<file path="config.mk">
export PLATFORM = sky130hd
export DESIGN_NAME = bus_store_buffer
export DESIGN_NICKNAME = d
export VERILOG_FILES = /design/src/rtl/bus_store_buffer.sv
export SDC_FILE = /design/constraint.sdc
export NUM_CORES = 1
export LEC_CHECK = 0
export ABC_CLOCK_PERIOD_IN_PS = 8690
export CORE_ASPECT_RATIO = 0.5
export CORE_UTILIZATION = 45
export CTS_CLUSTER_DIAMETER = 200
export DETAILED_ROUTE_END_ITERATION = 12
export PLACE_DENSITY_LB_ADDON = 0.2
export SETUP_SLACK_MARGIN = 0.1
export SYNTH_ARGS = -nofsm -noshare
export SYNTH_HDL_FRONTEND = slang
export SYNTH_SLANG_ARGS = --single-unit
export TNS_END_PERCENT = 50
</file>
<file path="constraint.sdc">
create_clock -name clk -period 8.69 [get_ports clk]
set_clock_uncertainty 0.1 [all_clocks]
set_input_delay 1.3035 -clock clk [delete_from_list [all_inputs] [get_ports clk]]
set_output_delay 1.3035 -clock clk [all_outputs]
set_load 0.005 [all_outputs]
</file>
<file path="src/rtl/bus_store_buffer.sv">
// Posted-write buffer between the CPU memory port and bus_master: stores queue in a FIFO, loads wait for it to drain.
// Optional store-to-load forwarding of full-word entries is enabled by defining STORE_BUF_FWD_EN.
module bus_store_buffer #(
    parameter int unsigned DEPTH = 4
) (
    input  logic        clk,
    input  logic        rst,
    input  logic        en_i,
    input  logic        we_i,
    input  logic [31:0] data_i,
    input  logic [29:0] addr_i,
    input  logic [3:0]  byte_mask_i,
    output logic [31:0] data_o,
    output logic        valid_o,
    output logic        stall_o,
    output logic        err_o,
    output logic        wr_err_o,
    output logic        empty_o,
    output logic        m_en_o,
    output logic        m_we_o,
    output logic [31:0] m_data_o,
    output logic [29:0] m_addr_o,
    output logic [3:0]  m_byte_mask_o,
    input  logic [31:0] m_data_i,
    input  logic        m_valid_i,
    input  logic        m_stall_i,
    input  logic        m_err_i
);

    localparam int unsigned PTR_W = $clog2(DEPTH);
    localparam int unsigned CNT_W = PTR_W + 1;

    typedef struct packed {
        logic [29:0] addr;
        logic [31:0] data;
        logic [3:0]  mask;
    } entry_t;

    entry_t             mem_q [DEPTH];
    logic [PTR_W-1:0]   wptr_q, wptr_d;
    logic [PTR_W-1:0]   rptr_q, rptr_d;
    logic [CNT_W-1:0]   count_q, count_d;
    logic               rd_pend_q, rd_pend_d;
    logic               wr_pend_q, wr_pend_d;
    logic               wr_err_q, wr_err_d;

    logic               is_store_c, is_load_c;
    logic               full_c, nonempty_c;
    logic               push_c, pop_c;
    logic               ld_issue_c, ld_acc_c;
    logic               fwd_hit_c;
    entry_t             head_c;

    assign is_store_c = en_i && we_i;
    assign is_load_c  = en_i && !we_i;
    assign full_c     = (count_q == CNT_W'(DEPTH));
    assign nonempty_c = (count_q != '0);
    assign head_c     = mem_q[rptr_q];

    // Request arbitration: queued stores own the bus; a load passes through only when the FIFO is empty.
    always_comb begin
        push_c        = 1'b0;
        pop_c         = 1'b0;
        ld_issue_c    = 1'b0;
        ld_acc_c      = 1'b0;
        stall_o       = 1'b0;
        m_en_o        = 1'b0;
        m_we_o        = 1'b0;
        m_addr_o      = addr_i;
        m_data_o      = data_i;
        m_byte_mask_o = byte_mask_i;

        push_c     = is_store_c && !full_c;
        pop_c      = nonempty_c && !m_stall_i;
        ld_issue_c = is_load_c && !nonempty_c;
        ld_acc_c   = ld_issue_c && !m_stall_i;

        if (nonempty_c) begin
            m_en_o        = 1'b1;
            m_we_o        = 1'b1;
            m_addr_o      = head_c.addr;
            m_data_o      = head_c.data;
            m_byte_mask_o = head_c.mask;
        end else if (ld_issue_c) begin
            m_en_o = 1'b1;
        end

        if (is_store_c) begin
            stall_o = full_c;
        end else if (is_load_c) begin
            if (fwd_hit_c) begin
                stall_o = 1'b0;
            end else if (nonempty_c) begin
                stall_o = 1'b1;
            end else begin
                stall_o = m_stall_i;
            end
        end
    end

    // Next-state for pointers, occupancy and the pending/error flags.
    always_comb begin
        wptr_d    = wptr_q + PTR_W'(push_c);
        rptr_d    = rptr_q + PTR_W'(pop_c);
        count_d   = count_q + CNT_W'(push_c) - CNT_W'(pop_c);
        rd_pend_d = rd_pend_q;
        wr_pend_d = pop_c;
        wr_err_d  = wr_err_q || (wr_pend_q && m_err_i);
        if (ld_acc_c) begin
            rd_pend_d = 1'b1;
        end else if (rd_pend_q && (m_valid_i || m_err_i)) begin
            rd_pend_d = 1'b0;
        end
    end

    always_ff @(posedge clk) begin
        if (rst) begin
            wptr_q    <= '0;
            rptr_q    <= '0;
            count_q   <= '0;
            rd_pend_q <= 1'b0;
            wr_pend_q <= 1'b0;
            wr_err_q  <= 1'b0;
        end else begin
            wptr_q    <= wptr_d;
            rptr_q    <= rptr_d;
            count_q   <= count_d;
            rd_pend_q <= rd_pend_d;
            wr_pend_q <= wr_pend_d;
            wr_err_q  <= wr_err_d;
        end
    end

    // Entry storage carries no reset; occupancy is tracked by count_q alone.
    always_ff @(posedge clk) begin
        if (!rst && push_c) begin
            mem_q[wptr_q] <= '{addr: addr_i, data: data_i, mask: byte_mask_i};
        end
    end

    assign err_o    = rd_pend_q && m_err_i;
    assign wr_err_o = wr_err_q;
    assign empty_o  = !nonempty_c && !wr_pend_q;

`ifdef STORE_BUF_FWD_EN
    logic        fwd_match_c;
    entry_t      fwd_entry_c;
    logic        fwd_valid_q;
    logic [31:0] fwd_data_q;

    // Scan oldest to youngest so the youngest address match is the one kept.
    always_comb begin
        fwd_match_c = 1'b0;
        fwd_entry_c = '0;
        for (int unsigned k = 0; k < DEPTH; k++) begin
            logic [PTR_W-1:0] idx;
            idx = rptr_q + PTR_W'(k);
            if ((CNT_W'(k) < count_q) && (mem_q[idx].addr == addr_i)) begin
                fwd_match_c = 1'b1;
                fwd_entry_c = mem_q[idx];
            end
        end
    end

    assign fwd_hit_c = is_load_c && fwd_match_c && (fwd_entry_c.mask == 4'hF);

    always_ff @(posedge clk) begin
        if (rst) begin
            fwd_valid_q <= 1'b0;
            fwd_data_q  <= '0;
        end else begin
            fwd_valid_q <= fwd_hit_c;
            fwd_data_q  <= fwd_entry_c.data;
        end
    end

    assign valid_o = (rd_pend_q && m_valid_i) || fwd_valid_q;
    assign data_o  = fwd_valid_q ? fwd_data_q : m_data_i;
`else
    assign fwd_hit_c = 1'b0;
    assign valid_o   = rd_pend_q && m_valid_i;
    assign data_o    = m_data_i;
`endif

endmodule
</file>
==> impl_metrics.env <==
export IMPL_crit_type="flip-flop to output pin"
export IMPL_rsz0062_at_grt="false"
export IMPL_clock_sinks=274
export IMPL_coreArea_um2=24100
export IMPL_cellPowerDensity_nw_per_um2=278
export IMPL_place_ws_ns=4.41
export IMPL_fin_crit_sh=0.541
export IMPL_synth_mux_area_frac=0.135
export IMPL_tightest_slew_ns=1.06
export IMPL_place_gp_congestion=0.725
export IMPL_hold_buffers=0
export IMPL_synthXorXnorAreaFrac=0.00316
export IMPL_synthAdderAreaFrac=0.00406
export IMPL_cts_path_max_buffers=3
export IMPL_dieArea_um2=25300
export IMPL_synth_top_family_by_area="multiplexers"
export IMPL_hold_viol=0
export IMPL_yosysMostFrequentCell="edfxtp_1"
export IMPL_cts_root_buf="clkbuf_16"
export IMPL_cts_buffers=25
export IMPL_synth_simple_area_share=0.0815
export IMPL_synth_cell_types=29
export IMPL_grt_pass1_vias=6187
export IMPL_fill_cells=1907
export IMPL_htree_levels=1
export IMPL_setup_viol=0
export IMPL_synth_fp_nets=756
export IMPL_dp_cells=1073
export IMPL_min_path_type="flip-flop to flip-flop"
export IMPL_setup_ws_ns=3.99
export IMPL_finish_net_count=872
export IMPL_antenna_found_initial=0
export IMPL_ys_ff_latch=274
export IMPL_vias=5771
export IMPL_clk_insertion_delay_late_ns=0.51
export IMPL_cts_tree="done"
export IMPL_slew_viol_final=0
export IMPL_clk_pin_slew_worst_paths_ns=0.06
export IMPL_die_w_um=224
export IMPL_grt_max_degree=74
export IMPL_min_period_ns=4.70
export IMPL_synth_compound_area_frac=0.00316
export IMPL_rows=40
export IMPL_antenna_cells=0
export IMPL_dr_pass1_iters=4
export IMPL_ys_flop_type="edfxtp_1"
export IMPL_detail_route_antenna_nets=0
export IMPL_die_h_um=113
export IMPL_viasPerCell=5.17
export IMPL_drt_wl_total_mm=22.6
export IMPL_final_core_util=0.554
export IMPL_grt_ovfl_total=0
export IMPL_cts_setup_buffers=0
export IMPL_initial_utilization=0.461
export IMPL_p_leak_nw=4.46
export IMPL_async_flop_share=0
export IMPL_slew_headroom=0.291
export IMPL_synth_edff_count=264
export IMPL_cp_end_kind="output pin"
export IMPL_finalSetupTns_ns=0
export IMPL_grt_pass1_wl_mm=35.2
export IMPL_worstSetupStartpointType="flip-flop"
export IMPL_ioPinCount=210
export IMPL_post_synth_top_area_cell="edfxtp_1"
export IMPL_yosysTopAreaCellShare=0.715
export IMPL_cp_data_required_time_ns=7.29
export IMPL_critPathMaxFanout=36
export IMPL_synthCells=648
export IMPL_status="finished, final reports clean"
export IMPL_drt_initial_drc_count=399
export IMPL_fmax_ghz=0.213
export IMPL_ys_seq_area_frac=0.733
export IMPL_syn_area_um2=11100
export IMPL_dpl_hpwl_mm=12.5
export IMPL_synthTopCellsByArea="edfxtp_1 71%, mux4_2 13%, nand2_1 6.7%"
export IMPL_synth_area_per_cell_um2=17.1
export IMPL_cap_viol_max_count=0
export IMPL_drive_above_1_share=0.144
export IMPL_wire_per_inst_um=20.3
export IMPL_ys_warn_count=0
export IMPL_io_buffer_count=145
export IMPL_areaGrowthSynthToFinish_pct=20.3
export IMPL_drc=0
export IMPL_grt_total_usage=0.181
export IMPL_worstPathArrival_ns=3.29
export IMPL_cts_repair_resized=0
export IMPL_layout_cells_non_filler=1116
export IMPL_synth_common_cells="264 x edfxtp_1, 199 x nand2_1, 66 x mux4_2, 35 x buf_4, 14 x buf_2"
export IMPL_ir_drop_mv=0.232
## worst paths after layout
path / depth (start not counted) / startpoint / endpoint / slack, ns
worst max-delay path: 5 / rptr_q[0]$_SDFF_PP0_ / m_data_o[25] / 3.99
worst min-delay path: 2 / wr_err_o$_SDFF_PP0_ / wr_err_o$_SDFF_PP0_ / 0.38
worst max register to register: 4 / count_q[1]$_SDFF_PP0_ / mem_q[2][52]$_DFFE_PP_ / 5.73
worst min register to register: 2 / wr_err_o$_SDFF_PP0_ / wr_err_o$_SDFF_PP0_ / 0.38
## sequential cells by signal, summed over array words and instances, names as in the netlist
signal / count
rptr_q: 2
rd_pend_q: 1
wptr_q: 2
wr_pend_q: 1
count_q: 3
wr_err_o: 1
mem_q: 264
## area by class of cell
class / instances / area (um^2) / share of cell area
flip-flops and latches: 274 / 8140 / 0.610
multi-input cells: 306 / 2550 / 0.192
well taps: 336 / 420 / 0.0315
clock inverters: 10 / 45.0 / 0.00338
repair buffers: 153 / 1510 / 0.113
clock buffers: 33 / 656 / 0.0492
inverters: 4 / 15.0 / 0.00113
## per-layer routing
layer,GRT usage,part of all wire
met1,0.258,0.45
met2,0.294,0.48
met3,0.0257,0.039
met4,0.0521,0.022
met5,0,0
## layout by cell type (no fill, tap or decap), types with 2 or more instances in the layout
cell,n
edfxtp_1,264
nand2_1,199
clkdlybuf4s50_1,145
mux4_2,66
clkbuf_16,25
nor2_1,9
clkbuf_1,8
dfxtp_1,8
buf_4,8
clkinv_1,6
xnor2_1,4
nor2b_1,4
nor3b_1,3
inv_1,3
clkinv_2,3
and2_1,2
nor4b_2,2
nor3_1,2
o21ai_0,2
a21oi_1,2
ha_1,2
dfxtp_4,2
## worst max-delay path, stage by stage (launching register included)
cell             delay, ns
dfxtp_4               0.81
buf_4                 0.69
mux4_2                0.58
nand2_1               0.10
nand2_1               0.12
clkdlybuf4s50_1       0.46
## report_power, final
group | internal, mW | total [mW] | switching (mW)
sequential | 1.49 | 1.55 | 0.0627
clock | 0.528 | 0.978 | 0.450
combinational | 0.634 | 1.17 | 0.539
total | 2.65 | 3.70 | 1.05
## cell families after synthesis
group / Yosys count
AOI/OAI and AO/OA: 6
xor gates and xnor gates: 4
adders and majority gates: 3
buffers and inverters: 68
DFF: 274
muxes: 67
and+or+nand+nor: 226
## per-stage QoR
stage / hold slack [ns] / total power, mW / area (um^2)
after floorplan: 0.360 / 2.17 / 11100
after global placement: 0.366 / 2.77 / 12600
after detailed placement: 0.370 / 2.77 / 12600
after CTS: 0.390 / 3.75 / 13300
after global routing: 0.439 / 3.89 / 13300
final: 0.384 / 3.70 / 13300
(Power assumes the default switching activity.)
